**src/rtl/conv_encoder_framer_pkg.sv**
```systemverilog
// Shared widths, default generators and FSM encodings for the convolutional encoder framer.
// The widths here must line up with the decoder's PISO/SIPO stages.
package conv_encoder_framer_pkg;
   localparam int          SYM_W         = 2;
   localparam int          BITS_PER_BYTE = 8;
   localparam int          CW_W          = 16;
   localparam logic [2:0]  G0_DEF        = 3'b111;
   localparam logic [2:0]  G1_DEF        = 3'b101;

   typedef enum logic [1:0] {
      S_IDLE = 2'd0,
      S_ENC  = 2'd1,
      S_OUT  = 2'd2
   } state_e;
endpackage

```
**src/rtl/conv_encoder_framer_bit.sv**
```systemverilog
// One K=3 rate-1/2 encoder step: combinational symbol from (b, sr) plus the
// registered shift-register update with synchronous clear.
module conv_enc_bit
   import conv_encoder_framer_pkg::*;
#(
   parameter logic [2:0] G0 = G0_DEF,
   parameter logic [2:0] G1 = G1_DEF
) (
   input  logic             clk,
   input  logic             rst_n,
   input  logic             b_i,
   input  logic             shift_i,
   input  logic             clr_i,
   output logic [SYM_W-1:0] sym_o
);
   logic [1:0] sr_q, sr_d;
   logic [2:0] taps;

   assign taps  = {b_i, sr_q};
   assign sym_o = {^(G0 & taps), ^(G1 & taps)};

   // Clear wins over shift so a clear always starts the next bit from 00.
   always_comb begin
      sr_d = sr_q;
      if (clr_i) begin
         sr_d = 2'b00;
      end else if (shift_i) begin
         sr_d = {b_i, sr_q[1]};
      end
   end

   always_ff @(posedge clk or negedge rst_n) begin
      if (!rst_n) begin
         sr_q <= 2'b00;
      end else begin
         sr_q <= sr_d;
      end
   end
endmodule

```
**src/rtl/conv_encoder_framer.sv**
```systemverilog
// Accepts bytes, encodes them serially MSB first, and writes 16-bit codewords to the decoder FIFO.
// state  | meaning
// S_IDLE | ready for a byte; clear_i zeroes the encoder immediately
// S_ENC  | encoding one bit per cycle into the word register
// S_OUT  | word complete; strobe dvalid_o once busy_i is low
module conv_encoder_framer
   import conv_encoder_framer_pkg::*;
#(
   parameter logic [2:0] G0        = G0_DEF,
   parameter logic [2:0] G1        = G1_DEF,
   parameter int         CNT_WIDTH = 16
) (
   input  logic                 clk,
   input  logic                 rst_n,
   input  logic                 byte_valid_i,
   input  logic [7:0]           byte_i,
   output logic                 byte_ready_o,
   input  logic                 clear_i,
   input  logic                 busy_i,
   output logic                 dvalid_o,
   output logic [CW_W-1:0]      data_o,
   output logic [CNT_WIDTH-1:0] word_cnt_o
);
   state_e                 state_q, state_d;
   logic [BITS_PER_BYTE-1:0] byte_q, byte_d;
   logic [2:0]             bit_cnt_q, bit_cnt_d;
   logic [CW_W-1:0]        word_q, word_d;
   logic [CW_W-1:0]        data_q, data_d;
   logic [CNT_WIDTH-1:0]   cnt_q, cnt_d;
   logic                   clr_pend_q, clr_pend_d;
   logic                   rdy_q;
   logic                   shift, sr_clr, dvalid;
   logic [SYM_W-1:0]       sym;

   conv_enc_bit #(.G0(G0), .G1(G1)) u_enc (
      .clk     (clk),
      .rst_n   (rst_n),
      .b_i     (byte_q[BITS_PER_BYTE-1]),
      .shift_i (shift),
      .clr_i   (sr_clr),
      .sym_o   (sym)
   );

   always_comb begin
      state_d      = state_q;
      byte_d       = byte_q;
      bit_cnt_d    = bit_cnt_q;
      word_d       = word_q;
      data_d       = data_q;
      cnt_d        = cnt_q;
      clr_pend_d   = clr_pend_q;
      shift        = 1'b0;
      sr_clr       = 1'b0;
      dvalid       = 1'b0;
      byte_ready_o = 1'b0;
      case (state_q)
         S_IDLE: begin
            byte_ready_o = rdy_q;
            sr_clr       = clear_i;
            if (byte_valid_i && rdy_q) begin
               byte_d    = byte_i;
               bit_cnt_d = 3'(BITS_PER_BYTE - 1);
               state_d   = S_ENC;
            end
         end
         S_ENC: begin
            shift  = 1'b1;
            byte_d = {byte_q[BITS_PER_BYTE-2:0], 1'b0};
            word_d = {word_q[CW_W-SYM_W-1:0], sym};
            if (clear_i) clr_pend_d = 1'b1;
            if (bit_cnt_q == 3'd0) begin
               state_d = S_OUT;
            end else begin
               bit_cnt_d = bit_cnt_q - 3'd1;
            end
         end
         S_OUT: begin
            if (clear_i) clr_pend_d = 1'b1;
            if (!busy_i) begin
               dvalid     = 1'b1;
               data_d     = word_q;
               cnt_d      = cnt_q + CNT_WIDTH'(1);
               // A clear seen during this word takes effect only after it is emitted.
               sr_clr     = clr_pend_q | clear_i;
               clr_pend_d = 1'b0;
               state_d    = S_IDLE;
            end
         end
         default: state_d = S_IDLE;
      endcase
   end

   assign dvalid_o   = dvalid;
   assign data_o     = dvalid ? word_q : data_q;
   assign word_cnt_o = cnt_q;

   always_ff @(posedge clk or negedge rst_n) begin
      if (!rst_n) begin
         state_q    <= S_IDLE;
         byte_q     <= '0;
         bit_cnt_q  <= '0;
         word_q     <= '0;
         data_q     <= '0;
         cnt_q      <= '0;
         clr_pend_q <= 1'b0;
         rdy_q      <= 1'b0;
      end else begin
         state_q    <= state_d;
         byte_q     <= byte_d;
         bit_cnt_q  <= bit_cnt_d;
         word_q     <= word_d;
         data_q     <= data_d;
         cnt_q      <= cnt_d;
         clr_pend_q <= clr_pend_d;
         rdy_q      <= 1'b1;
      end
   end
endmodule

```
**config.mk**
```make
export PLATFORM = sky130hd
export DESIGN_NAME = conv_encoder_framer
export DESIGN_NICKNAME = d
export VERILOG_FILES = /design/src/rtl/conv_encoder_framer_pkg.sv /design/src/rtl/conv_encoder_framer_bit.sv /design/src/rtl/conv_encoder_framer.sv
export SDC_FILE = /design/constraint.sdc
export NUM_CORES = 1
export LEC_CHECK = 0
export CAP_MARGIN = 20
export CORE_MARGIN = 2
export CORE_UTILIZATION = 52
export DETAILED_ROUTE_END_ITERATION = 16
export PLACE_DENSITY = 0.79
export SLEW_MARGIN = 20
export SYNTH_ARGS = -nofsm -noshare
export SYNTH_HDL_FRONTEND = slang
export SYNTH_HIERARCHICAL = 1
export SYNTH_SLANG_ARGS = --single-unit
```
**constraint.sdc**
```tcl
create_clock -name clk -period 2.3 [get_ports clk]
set_input_delay 0.46 -clock clk [delete_from_list [all_inputs] [get_ports clk]]
set_output_delay 0.46 -clock clk [all_outputs]
set_load 0.01 [all_outputs]
```
==> results.yml, run 1 <==
critical_path:
  reg2reg_from: "state_q[1]$_DFFE_PN0P_"
  reg2reg_slack_ns: 0.46
  path_common_cell: "buf_6"
  startpoint_type: "flip-flop"
  cp_slowest_cell: "dfrtp_1"
  endpoint_kind: "output port"
  worstPathRequired_ns: 1.84
  crit_chain: "inv_2 -> ha_4 -> nor2b_4 -> buf_6 -> buf_8 -> mux2_4 -> buf_6"
  path_class: "reg2out"
  r2r_cells: 7
  crit_arrival_ns: 1.81
  cpPeakStageDelay_ns: 0.39
  crit_fanout: 7
  rr_endpoint: "bit_cnt_q[2]$_DFFE_PN0P_"
route:
  wirelength_mm: 5.11
  via_per_inst: 5.16
  dr.first_iter.drc_count: 64
  vias: 1810
  wl_per_cell_um: 14.5
  drc: 0
  first_pass_iters: 4
  drtAntennaViolNets: 0
timing:
  post-route-min-period_ns: 2.27
  period_share_pct: 98.6
  finalHoldViolations: 0
  fmax_ghz: 0.441
  worstMarginPinSlew_ns: 0.586
  setup_tns_ns: 0
  clock_skew_ns: 0.00661
  hold_ws_ns: 0.107
  rsz0062_at_grt: "yes"
  finalMaxSlewViolations: 0
  fin_ws_ns: 0.0327
  finalSetupViolCount: 0
  slew_headroom_pct: 60.9
final_layout:
  fillCellCount: 352
  area_growth_pct: 33.4
  final_cell_area_um2: 3670
  final_common_cell: "dfrtp_1"
  most-common-layout-cells: "65 x dfrtp_1, 26 x clkdlybuf4s50_1, 23 x mux2_2"
  layout.nets: 297
  drive_gt1_share_pct: 32.4
  antenna_cells: 0
place:
  port_buffers: 46
  pre_cts_ws_ns: -0.345
  place_area_um2: 3350
  gp_congestion: 0.775
  dpl.hpwl_mm: 3.42
global_route:
  grt_use_total_pct: 18.6
  grt_max_degree: 44
  grt_pass1_vias: 1859
  grt.overflow.total: 0
  grt_antenna_before_repair: 0
  grt_pass1_wl_mm: 8.55
synth:
  synth-seq-cells: 65
  seq_area_frac_synth_pct: 59.1
  synth_warnings: 6
  synthesis.area_um2: 2750
  syn_nets: 232
  synth_area_per_cell_um2: 13.0
  ys_types: 28
  syn_inst: 212
cts:
  cts_tree: "built"
  htreeDepth: 3
  cts_buffers: 9
  cts_root_buf: "clkbuf_8"
  clk_latency_ns: 0.33
  clk_pin_slew_ns: 0.07
  clock-sinks: 65
  clk_path_buf_depth: 2
floorplanning:
  core_um2: 5110
  die_w_um: 76.8
  die_h_um: 76.8
  std_cell_rows: 26
  dieArea_um2: 5890
  io-pin-count: 47
  initial_core_util_pct: 53.9
power_and_ir_drop:
  power_density_nw_per_um2: 1150
  ir_drop_v: 0.000793
  p_leak_nw: 1.75
  p_total_mw: 4.21
outcome:
  outcome: "complete, no violations"
job:
  cap_violations: 0
hold_path:
  hp-class: "in2async"
-- power by group --
part           total (mW)  switching (mW)  internal, mW
clock network       0.947           0.397         0.550
logic                1.52           0.670         0.853
registers            1.74           0.223          1.52
total                4.21            1.29          2.92
-- per-stage QoR --
stage	util (%)	instances
finish	72.0	351
floorplan	-	212
global placement	65.6	331
global route	72.0	351
CTS	70.0	350
detailed placement	65.6	331
-- worst max-delay path: cells and delay by family, from the launching register on --
family                   cells  cell delay [ns]
adder cells (fa/ha/maj)      1             0.12
AND/OR/NAND/NOR              1             0.16
multiplexers                 1             0.32
flip-flops                   1             0.39
buffers and inverters        4             0.47
-- synthesized netlist by cell type --
| cell | instances | share of area [%] |
|---|---|---|
| a211oi_1 | 1 | 0.27 |
| a21boi_2 | 1 | 0.41 |
| a21oi_1 | 14 | 2.5 |
| a22o_1 | 1 | 0.32 |
| a31oi_1 | 1 | 0.23 |
| and2_1 | 2 | 0.45 |
| and3_1 | 2 | 0.45 |
| and3_2 | 1 | 0.27 |
| and4_4 | 2 | 0.82 |
| and4b_1 | 1 | 0.36 |
| buf_2 | 6 | 1.1 |
| buf_4 | 1 | 0.27 |
| conb_1 | 1 | 0.14 |
| dfrtp_1 | 65 | 59 |
| ha_1 | 7 | 3.2 |
| inv_1 | 7 | 0.95 |
| mux2_2 | 35 | 14 |
| mux2i_1 | 9 | 3.3 |
| nand2_1 | 9 | 1.2 |
| nand3_1 | 3 | 0.55 |
| nand4_1 | 3 | 0.68 |
| nand4_2 | 1 | 0.45 |
| nor2_1 | 18 | 2.5 |
| nor2_2 | 1 | 0.23 |
| nor2b_1 | 1 | 0.23 |
| o21ai_0 | 2 | 0.36 |
| xnor2_1 | 12 | 3.8 |
| xor2_1 | 5 | 1.6 |
-- cell families after synthesis --
family,Yosys count,share of synthesized area [%]
xor gates and xnor gates,17,5.41
muxes,44,17.6
other,1,0.136
buffers and inverters,14,2.32
adders and majority gates,7,3.18
DFF,65,59.1
and+or+nand+nor,44,8.18
AOI/OAI and AO/OA,20,4.13
-- how the worst max path moves through the flow --
stage,start,to,slack (ns),cells after the start
2_1_floorplan,state_q[0]$_DFFE_PN0P_,data_o[11],0.33,6
3_3_place_gp,busy_i,data_o[0],-0.31,5
3_5_place_dp,busy_i,data_o[10],-0.34,5
4_1_cts,state_q[0]$_DFFE_PN0P_,data_o[13],-0.02,7
5_1_grt,state_q[0]$_DFFE_PN0P_,data_o[8],-0.04,7
6_report,state_q[0]$_DFFE_PN0P_,data_o[8],0.03,7
-- layer usage --
| metal | wire, µm | part of all wire, % | track usage, % |
|---|---|---|---|
| met1 | 2320 | 45 | 23.7 |
| met4 | 112 | 2.2 | 10.4 |
| met2 | 2540 | 50 | 30.3 |
| met5 | 0 | 0 | 0 |
| met3 | 134 | 2.6 | 3.18 |
-- area by class of cell --
| cell class | instances | area [µm²] | share of cell area (%) |
|---|---|---|---|
| repair buffers | 61 | 608 | 16.5 |
| well taps | 70 | 87.6 | 2.38 |
| clock inverters | 3 | 40.0 | 1.09 |
| inverters | 7 | 26.3 | 0.715 |
| multi-input cells | 133 | 1130 | 30.8 |
| clock buffers | 12 | 155 | 4.22 |
| flip-flops and latches | 65 | 1630 | 44.3 |
-- state kept, by name, summed over array words and instances (netlist names) --
| name | cells |
|---|---|
| data_q | 16 |
| word_q | 16 |
| bit_cnt_q | 3 |
| byte_q | 8 |
| rdy_q | 1 |
| state_q | 2 |
| word_cnt_o | 16 |
| clr_pend_q | 1 |
| u_enc/sr_q | 2 |
-- timing repair --
item                       4_1_cts  5_1_grt
gates cloned                     1        0
resized for setup               85       20
hold buffers                     0        0
pin swaps                        0        1
setup buffers                    3        2
setup endpoints to repair       17       17
Note: power is estimated with default switching activity, not from simulation.
==> run 2: changes to the inputs <==
--- a/config.mk
+++ b/config.mk
@@ -5,11 +5,11 @@
 export SDC_FILE = /design/constraint.sdc
 export NUM_CORES = 1
 export LEC_CHECK = 0
-export CAP_MARGIN = 20
+export CAP_MARGIN = 10
 export CORE_MARGIN = 2
 export CORE_UTILIZATION = 52
 export DETAILED_ROUTE_END_ITERATION = 16
-export PLACE_DENSITY = 0.79
+export PLACE_DENSITY_LB_ADDON = 0.2
 export SLEW_MARGIN = 20
 export SYNTH_ARGS = -nofsm -noshare
 export SYNTH_HDL_FRONTEND = slang
==> results.yml, run 2 (same netlist as run 1, synthesis figures left out) <==
critical_path:
  r2r_cells: 7
  crit_fanout: 8
  rr_endpoint: "bit_cnt_q[2]$_DFFE_PN0P_"
  reg2reg_from: "state_q[1]$_DFFE_PN0P_"
  crit_arrival_ns: 1.81
  endpoint_kind: "output port"
  reg2reg_slack_ns: 0.52
  path_class: "in2out"
  worstPathRequired_ns: 1.84
  startpoint_type: "primary input"
place:
  dp_cells: 332
  port_buffers: 46
  dpl.hpwl_mm: 3.17
  gp_congestion: 0.772
  place_area_um2: 3370
  pre_cts_ws_ns: -0.341
floorplanning:
  initial_core_util_pct: 53.9
  die_h_um: 76.8
  die_w_um: 76.8
  dieArea_um2: 5890
  core_um2: 5110
  io-pin-count: 47
  std_cell_rows: 26
cts:
  cts_root_buf: "clkbuf_8"
  clk_pin_slew_ns: 0.07
  clk_path_buf_depth: 2
  clk_latency_ns: 0.34
  cts_tree: "built"
  cts_buffers: 9
  htreeDepth: 3
  clock-sinks: 65
job:
  cap_violations: 0
final_layout:
  layout.nets: 300
  final_common_cell: "dfrtp_1"
  drive_gt1_share_pct: 33.5
  area_growth_pct: 35.7
  most-common-layout-cells: "65 x dfrtp_1, 28 x clkdlybuf4s50_1, 19 x mux2_2"
  fillCellCount: 355
  antenna_cells: 0
  final_cell_area_um2: 3740
  register_area_um2: 1630
  final_cell_count_no_fill: 354
  multiInputGateArea_um2: 1150
route:
  dr.first_iter.drc_count: 76
  wirelength_mm: 5.06
  via_per_inst: 5.02
  vias: 1778
  drtAntennaViolNets: 0
  wl_per_cell_um: 14.3
  drc: 0
  first_pass_iters: 4
global_route:
  grt_antenna_before_repair: 0
  grt_use_total_pct: 19.1
  grt_pass1_wl_mm: 8.80
  grt.overflow.total: 0
  grt_max_degree: 66
  grt_pass1_vias: 1835
power_and_ir_drop:
  power_density_nw_per_um2: 1150
  p_total_mw: 4.31
  p_leak_nw: 1.76
  ir_drop_v: 0.000767
hold_path:
  hp-class: "in2async"
timing:
  post-route-min-period_ns: 2.27
  rsz0062_at_grt: "yes"
  clock_skew_ns: 0.00956
  finalSetupViolCount: 0
  finalHoldViolations: 0
  fmax_ghz: 0.440
  fin_ws_ns: 0.0263
  worstMarginPinSlew_ns: 0.575
  slew_headroom_pct: 61.6
  period_share_pct: 98.9
  finalMaxSlewViolations: 0
  setup_tns_ns: 0
outcome:
  outcome: "complete, no violations"
-- run 2: final cells by class --
class                           instances  area share (%)
Tap cell                               70            2.34
Sequential cell                        65            43.5
Multi-Input combinational cell        133            30.7
Inverter                                7           0.703
Clock inverter                          4            1.37
Timing Repair Buffer                   64            17.3
Clock buffer                           11            4.05
-- run 2: timing repair --
item                       in CTS  in global routing
cloned                          1                  0
resized for setup              94                 10
setup endpoints to repair      17                 17
hold buffers                    0                  0
pin swaps                       0                  1
buffers inserted                2                  5
-- run 2: how the worst max path moves through the flow --
stage,startpoint,end,slack (ns),cells after the start
2_1_floorplan,state_q[0]$_DFFE_PN0P_,data_o[11],0.33,6
3_3_place_gp,busy_i,data_o[2],-0.33,5
3_5_place_dp,busy_i,data_o[10],-0.34,5
6_report,busy_i,data_o[10],0.03,6
5_1_grt,state_q[0]$_DFFE_PN0P_,data_o[10],-0.04,7
4_1_cts,state_q[0]$_DFFE_PN0P_,data_o[10],-0.01,7
-- run 2: per-layer routing --
layer | wire [µm] | vias to the layer above | part of all wire [%] | GRT usage (%)
li1 | - | 861 | - | -
met1 | 2290 | 880 | 45 | 24.3
met2 | 2500 | 32 | 49 | 30.6
met3 | 210 | 5 | 4.1 | 5.88
met4 | 55 | 0 | 1.1 | 7.45
met5 | 0 | - | 0 | 0
-- run 2: power by group --
part / leakage (nW) / internal, mW / total [mW] / switching, mW
clock network: 0.102 / 0.556 / 0.999 / 0.443
logic: 0.840 / 0.890 / 1.56 / 0.672
registers: 0.814 / 1.52 / 1.75 / 0.228
-- run 2: worst max-delay path, stage by stage --
cell and delay (ns):
clkdlybuf4s50_1 0.47, nor2b_4 0.19, buf_12 0.12, buf_12 0.12
mux2_4 0.32, buf_6 0.13
-- run 2: stage by stage --
step | hold WS (ns) | utilization [%]
2_1_floorplan | 0.164 | -
6_report | 0.132 | 73.2
3_5_place_dp | 0.467 | 66.0
3_3_place_gp | 0.468 | 66.0
4_1_cts | 0.145 | 71.9
5_1_grt | 0.164 | 73.2
